--- config.mk ---
export PLATFORM = sky130hd
export DESIGN_NAME = mem_bus_scheduler
export DESIGN_NICKNAME = d
export VERILOG_FILES = /design/src/rtl/mem_bus_scheduler.sv
export SDC_FILE = /design/constraint.sdc
export NUM_CORES = 1
export LEC_CHECK = 0
export ABC_AREA = 1
export CAP_MARGIN = 25
export CORE_AREA = 2 2 108 110
export CTS_BUF_LIST = sky130_fd_sc_hd__clkbuf_2
export CTS_CLUSTER_SIZE = 24
export DETAILED_ROUTE_END_ITERATION = 6
export DIE_AREA = 0 0 110 112
export GPL_TIMING_DRIVEN = 0
export MAX_ROUTING_LAYER = met4
export SYNTH_ARGS = -nofsm -noshare
export SYNTH_HDL_FRONTEND = slang
export SYNTH_SLANG_ARGS = --single-unit
export TNS_END_PERCENT = 20
--- constraint.sdc ---
create_clock -name clk -period 1.8 [get_ports clk]
set_input_delay 0.36 -clock clk [delete_from_list [all_inputs] [get_ports clk]]
set_output_delay 0.36 -clock clk [all_outputs]
set_load 0.005 [all_outputs]
--- src/rtl/mem_bus_scheduler.sv ---
// Arbitrates fetch and load/store onto one memory port with in-order ID routing.
// Optional MEM_BUS_SCHED_RR_EN: round-robin between masters instead of ram-first.
module mem_bus_scheduler #(
  parameter int          ADDR_W      = 32,
  parameter int          DATA_W      = 32,
  parameter int          MASK_W      = 4,
  parameter int          OUTSTANDING = 2,
  parameter logic [31:0] NOP_INST    = 32'h00000013
) (
  input  logic              clk,
  input  logic              rst_n,
  input  logic              rom_req,
  input  logic [ADDR_W-1:0] rom_address,
  output logic              rom_addr_ok,
  output logic              rom_data_ok,
  output logic [DATA_W-1:0] rom_rdata,
  input  logic              ram_req,
  input  logic              ram_we,
  input  logic [ADDR_W-1:0] ram_address,
  input  logic [DATA_W-1:0] ram_wdata,
  input  logic [MASK_W-1:0] ram_wmask,
  output logic              ram_addr_ok,
  output logic              ram_data_ok,
  output logic [DATA_W-1:0] ram_rdata,
  output logic              mem_req,
  output logic              mem_we,
  output logic [ADDR_W-1:0] mem_address,
  output logic [DATA_W-1:0] mem_wdata,
  output logic [MASK_W-1:0] mem_wmask,
  input  logic              mem_addr_ok,
  input  logic              mem_data_ok,
  input  logic [DATA_W-1:0] mem_rdata,
  output logic              err_spurious
);

  localparam int PW =
    (OUTSTANDING > 1) ? $clog2(OUTSTANDING) : 1;
  localparam int CW = $clog2(OUTSTANDING) + 1;
  localparam logic [PW-1:0] PTR_LAST =
    PW'(OUTSTANDING - 1);
  localparam logic [CW-1:0] CNT_FULL =
    CW'(OUTSTANDING);

  typedef enum logic {
    ID_ROM = 1'b0,
    ID_RAM = 1'b1
  } mst_e;

  logic          lock_vld;
  mst_e          lock_id;
  logic [PW-1:0] wr_ptr;
  logic [PW-1:0] rd_ptr;
  logic [CW-1:0] count;
  mst_e          id_mem [OUTSTANDING];
  logic          err_q;

  logic gnt_vld;
  mst_e gnt_id;
  logic gnt_ram;
  logic gnt_req;
  logic fifo_full;
  logic fifo_empty;
  logic accept;
  logic pop;
  mst_e head_id;

  function automatic logic [PW-1:0] ptr_inc(
    input logic [PW-1:0] p
  );
    return (p == PTR_LAST) ? '0 : p + 1'b1;
  endfunction

`ifdef MEM_BUS_SCHED_RR_EN
  mst_e rr_last;

  always_comb begin
    gnt_vld = 1'b1;
    gnt_id  = ID_ROM;
    priority case (1'b1)
      lock_vld:
        gnt_id = lock_id;
      ram_req && rom_req:
        gnt_id = (rr_last == ID_RAM) ?
                 ID_ROM : ID_RAM;
      ram_req:
        gnt_id = ID_RAM;
      rom_req:
        gnt_id = ID_ROM;
      default:
        gnt_vld = 1'b0;
    endcase
  end

  always_ff @(posedge clk or negedge rst_n) begin
    if (!rst_n)
      rr_last <= ID_RAM;
    else if (accept)
      rr_last <= gnt_id;
  end
`else
  always_comb begin
    gnt_vld = 1'b1;
    gnt_id  = ID_ROM;
    priority case (1'b1)
      lock_vld: gnt_id = lock_id;
      ram_req:  gnt_id = ID_RAM;
      rom_req:  gnt_id = ID_ROM;
      default:  gnt_vld = 1'b0;
    endcase
  end
`endif

  assign gnt_ram = gnt_vld && (gnt_id == ID_RAM);
  assign gnt_req = gnt_ram ? ram_req :
                   (gnt_vld && rom_req);

  assign fifo_full  = (count == CNT_FULL);
  assign fifo_empty = (count == '0);

  // Full blocks issue even if a pop lands this cycle.
  assign mem_req = gnt_req && !fifo_full;
  assign accept  = mem_req && mem_addr_ok;
  assign pop     = mem_data_ok && !fifo_empty;
  assign head_id = id_mem[rd_ptr];

  assign mem_we      = gnt_ram && ram_we;
  assign mem_address = !gnt_vld ? '0 :
                       gnt_ram  ? ram_address :
                                  rom_address;
  assign mem_wdata   = mem_we ? ram_wdata : '0;
  assign mem_wmask   = mem_we ? ram_wmask : '0;

  assign rom_addr_ok = accept && (gnt_id == ID_ROM);
  assign ram_addr_ok = accept && (gnt_id == ID_RAM);

  assign rom_data_ok = pop && (head_id == ID_ROM);
  assign ram_data_ok = pop && (head_id == ID_RAM);
  assign rom_rdata   = rom_data_ok ? mem_rdata :
                       DATA_W'(NOP_INST);
  assign ram_rdata   = ram_data_ok ? mem_rdata : '0;

  assign err_spurious = err_q;

  // Hold the grant while memory stalls the handshake.
  always_ff @(posedge clk or negedge rst_n) begin
    if (!rst_n) begin
      lock_vld <= 1'b0;
      lock_id  <= ID_ROM;
    end else if (accept) begin
      lock_vld <= 1'b0;
    end else if (mem_req) begin
      lock_vld <= 1'b1;
      lock_id  <= gnt_id;
    end
  end

  always_ff @(posedge clk) begin
    if (accept)
      id_mem[wr_ptr] <= gnt_id;
  end

  always_ff @(posedge clk or negedge rst_n) begin
    if (!rst_n) begin
      wr_ptr <= '0;
      rd_ptr <= '0;
      count  <= '0;
    end else begin
      if (accept)
        wr_ptr <= ptr_inc(wr_ptr);
      if (pop)
        rd_ptr <= ptr_inc(rd_ptr);
      unique case ({accept, pop})
        2'b10:   count <= count + 1'b1;
        2'b01:   count <= count - 1'b1;
        default: count <= count;
      endcase
    end
  end

  always_ff @(posedge clk or negedge rst_n) begin
    if (!rst_n)
      err_q <= 1'b0;
    else if (mem_data_ok && fifo_empty)
      err_q <= 1'b1;
  end

endmodule
==> results.json, run 1 <==
{
  "cts_buffers": 3,
  "cts_sinks": 9,
  "grt_overflow": 0,
  "arrival_ps": 1560,
  "irDropWorstVdd_mv": 0.520,
  "p_int_w": 0.00273,
  "tightest_slew_ps": 338,
  "final_layout_size_suffix_gt1_share_pct": 45.8,
  "yosys_warnings": 0,
  "hold_buffers": 0,
  "crit_end": "rom_rdata[26]",
  "root_buffer": "clkbuf_2",
  "via_per_inst": 3.99,
  "hold_viol_final": 0,
  "final-setup-viol-count": 103,
  "ys_seq_area_share_pct": 14.1,
  "cpMaxStageDelayCell": "dfrtp_1",
  "crit_type": "flip-flop to output pin",
  "placed_cells": 761,
  "avgSynthCellArea_um2": 4.90,
  "path_cells": "buf_4 > o21ai_4 > nand2_4 > buf_6 > buf_8 > nor2_4 > buf_2",
  "start_kind": "flip-flop",
  "path_delay_family": "buffers and inverters",
  "fill_cells": 1170,
  "status": "complete, but fails checks",
  "dp_hpwl_mm": 8.29,
  "hp-class": "input port to async pin",
  "r2r-end": "rd_ptr",
  "p_leak_nw": 2.69,
  "io_pins": 278,
  "ys_ff_latch": 9,
  "hold_ws_ps": 380,
  "worstPathRequired_ps": 1440,
  "synth_top_cells_by_count": "nor2_1, inv_1, nand2_1, o21ai_0, buf_2",
  "violations": "setup timing",
  "cp.buffers_inverters": 4,
  "rsz0062_at_grt": "yes",
  "grt_usage_pct": 15.6,
  "syn_to_final_growth_pct": 199,
  "slowest_delay_ps": 400,
  "power_frac_comb_pct": 90.3,
  "die_x_um": 110,
  "postRouteAntennaNets": 0,
  "timing.final.crit_share_pct": 107,
  "p_sw_share_pct": 45.0,
  "slew_headroom_pct": 77.4,
  "worst_slack_ps": -118,
  "floorplan.die_area_um2": 12300,
  "synthCells": 341,
  "p_sw_w": 0.00224,
  "row_count": 39,
  "clockBufferDepth": 2,
  "grt_max_degree": 12,
  "p_clk_share_pct": 2.5,
  "syn_area_um2": 1670,
  "final_cell_count_no_fill": 807,
  "diodes": 0,
  "dr_total_vias": 3221,
  "grt_pass1_vias": 3173,
  "yosysTopAreaCell": "nor2_1",
  "maxSlewViolCount": 0,
  "drtIter0Drc": 59,
  "gp_congestion": 0.767,
  "grt_pass1_wl_mm": 14.9,
  "port_buffers": 277,
  "synthTopCellsByArea": "nor2_1, inv_1, nand2_1",
  "async_reset_ff_share_pct": 77.8,
  "setup.worst_path.start": "rd_ptr",
  "critPathMaxFanout": 5,
  "synth_top_area_share_pct": 22.7,
  "clk-insertion-delay-late_ps": 240,
  "final_util_pct": 44.7,
  "regToRegStartpoint": "rd_ptr",
  "max_freq_mhz": 521,
  "seq_power_share_pct": 7.2,
  "routed_wl_mm": 10.4,
  "antenna_found_initial": 0,
  "clkTransAtPathRegs_ps": 90,
  "core_area_um2": 11200,
  "period_needed_ps": 1920,
  "die-height_um": 112,
  "cts_tree": "yes",
  "wl_per_cell_um": 12.9,
  "final_nets": 805,
  "synth_edf_count": 2,
  "yosysMostFrequentCell": "nor2_1",
  "start_util_pct": 14.9,
  "critical_path.endpoint_type": "output pin",
  "drv_cap": 0,
  "rrSetupSlack_ps": -20,
  "cts.htree.levels": 1,
  "ff2ff_path_depth": 13,
  "drc": 0,
  "yosysUniqueCellTypes": 25,
  "clock_skew_ps": 2.48,
  "path_depth": 7,
  "power_per_cell_area_nw_per_um2": 995,
  "synthFlopType": "dfrtp_1",
  "firstDrtPassIters": 4,
  "tns_ps": -5120,
  "syn-num-nets": 481
}
cell usage in the layout (no fill, tap or decap), types with 2 or more instances in the layout:
cell type,netlist,routed
nand2_4,2,3
clkdlybuf4s50_1,0,137
nand2_2,3,13
o21ai_1,0,26
o21ai_2,2,7
dfrtp_1,7,7
nand2_1,78,66
inv_2,1,2
nand4_1,2,2
edfxtp_1,2,2
buf_8,0,11
nor2_2,1,42
buf_12,0,4
clkbuf_2,3,12
clkdlybuf4s15_2,0,2
nor2_4,0,26
nor2_1,101,34
inv_1,80,78
buf_2,9,120
buf_4,0,18
buf_6,6,33
dlygate4sd2_1,0,3
worst min path at each step:
stage	from	to	slack, ps	cells past startpoint
floorplan	rst_n	count[0]	60	0
global placement	wr_ptr	wr_ptr	460	2
detailed placement	lock_id	lock_id	470	2
CTS	rst_n	count[1]	370	1
global route	rst_n	count[1]	370	1
finish	rst_n	count[1]	380	1
metal layers:
layer	vias up	GRT usage (%)	share of wire, %
met4	0	4.05	1.1
li1	1618	-	-
met2	170	31.4	55
met3	8	2.63	9.0
met1	1425	14.6	35
met5	-	-	0
worst register-to-register path, cell delays in order, from the launching register on:
cell and delay, ps:
dfrtp_1 380, inv_2 40, buf_4 120, buf_4 120, buf_4 120, buf_6 100, buf_6 100, buf_6 100
buf_6 100, buf_6 100, buf_6 100, buf_6 100, buf_6 100, xor2_2 130
stage by stage:
step	cell area, um^2	setup slack [ps]	total power [W]
floorplan	1670	171	0.00179
global placement	4620	-774	0.00398
detailed placement	4620	-752	0.00400
CTS	4830	-170	0.00485
global route	5000	-204	0.00541
finish	5000	-118	0.00497
power by group through the flow:
stage | registers, W | logic, W | clock network [W]
after floorplan | 0.000351 | 0.00144 | 0
after global placement | 0.000360 | 0.00362 | 0
after detailed placement | 0.000367 | 0.00363 | 0
after CTS | 0.000357 | 0.00436 | 0.000137
after global routing | 0.000369 | 0.00489 | 0.000150
final | 0.000356 | 0.00449 | 0.000126
area by class of cell:
class	instances	area [um^2]	share of cell area, %
timing repair buffer	321	2620	52.4
inverter	83	329	6.58
clock buffer	4	20.0	0.401
tap	143	179	3.58
buffer	16	223	4.46
multi-input combinational	231	1400	27.9
sequential	9	235	4.71
flip-flops by register name (all words and copies together) (netlist names):
name and cells:
lock_id 1, count 2, rd_ptr 1, id_mem 2, lock_vld 1, err_spurious 1
wr_ptr 1
logic make-up after synthesis:
group	Yosys count	share of synthesized area (%)
AOI/OAI and AO/OA	37	11.8
xor gates and xnor gates	3	1.57
adders and majority gates	1	0.749
buffers and inverters	101	26.7
DFF	9	14.1
and+or+nand+nor	190	45.1
timing repair:
| item | in CTS | in global routing |
|---|---|---|
| hold endpoints to repair | 0 | 0 |
| pin swaps | 16 | 15 |
| resized for setup | 631 | 142 |
| setup endpoints to repair | 139 | 139 |
| gates cloned | 7 | 0 |
| buffers inserted | 35 | 5 |
(Power assumes the default switching activity.)
==> inputs of run 2 (changes only) <==
--- a/config.mk
+++ b/config.mk
@@ -6,7 +6,6 @@
 export NUM_CORES = 1
 export LEC_CHECK = 0
 export ABC_AREA = 1
-export CAP_MARGIN = 25
 export CORE_AREA = 2 2 108 110
 export CTS_BUF_LIST = sky130_fd_sc_hd__clkbuf_2
 export CTS_CLUSTER_SIZE = 24
==> results of run 2 <==
Same layout as run 1: the final DEF is identical, and so are final timing and power.
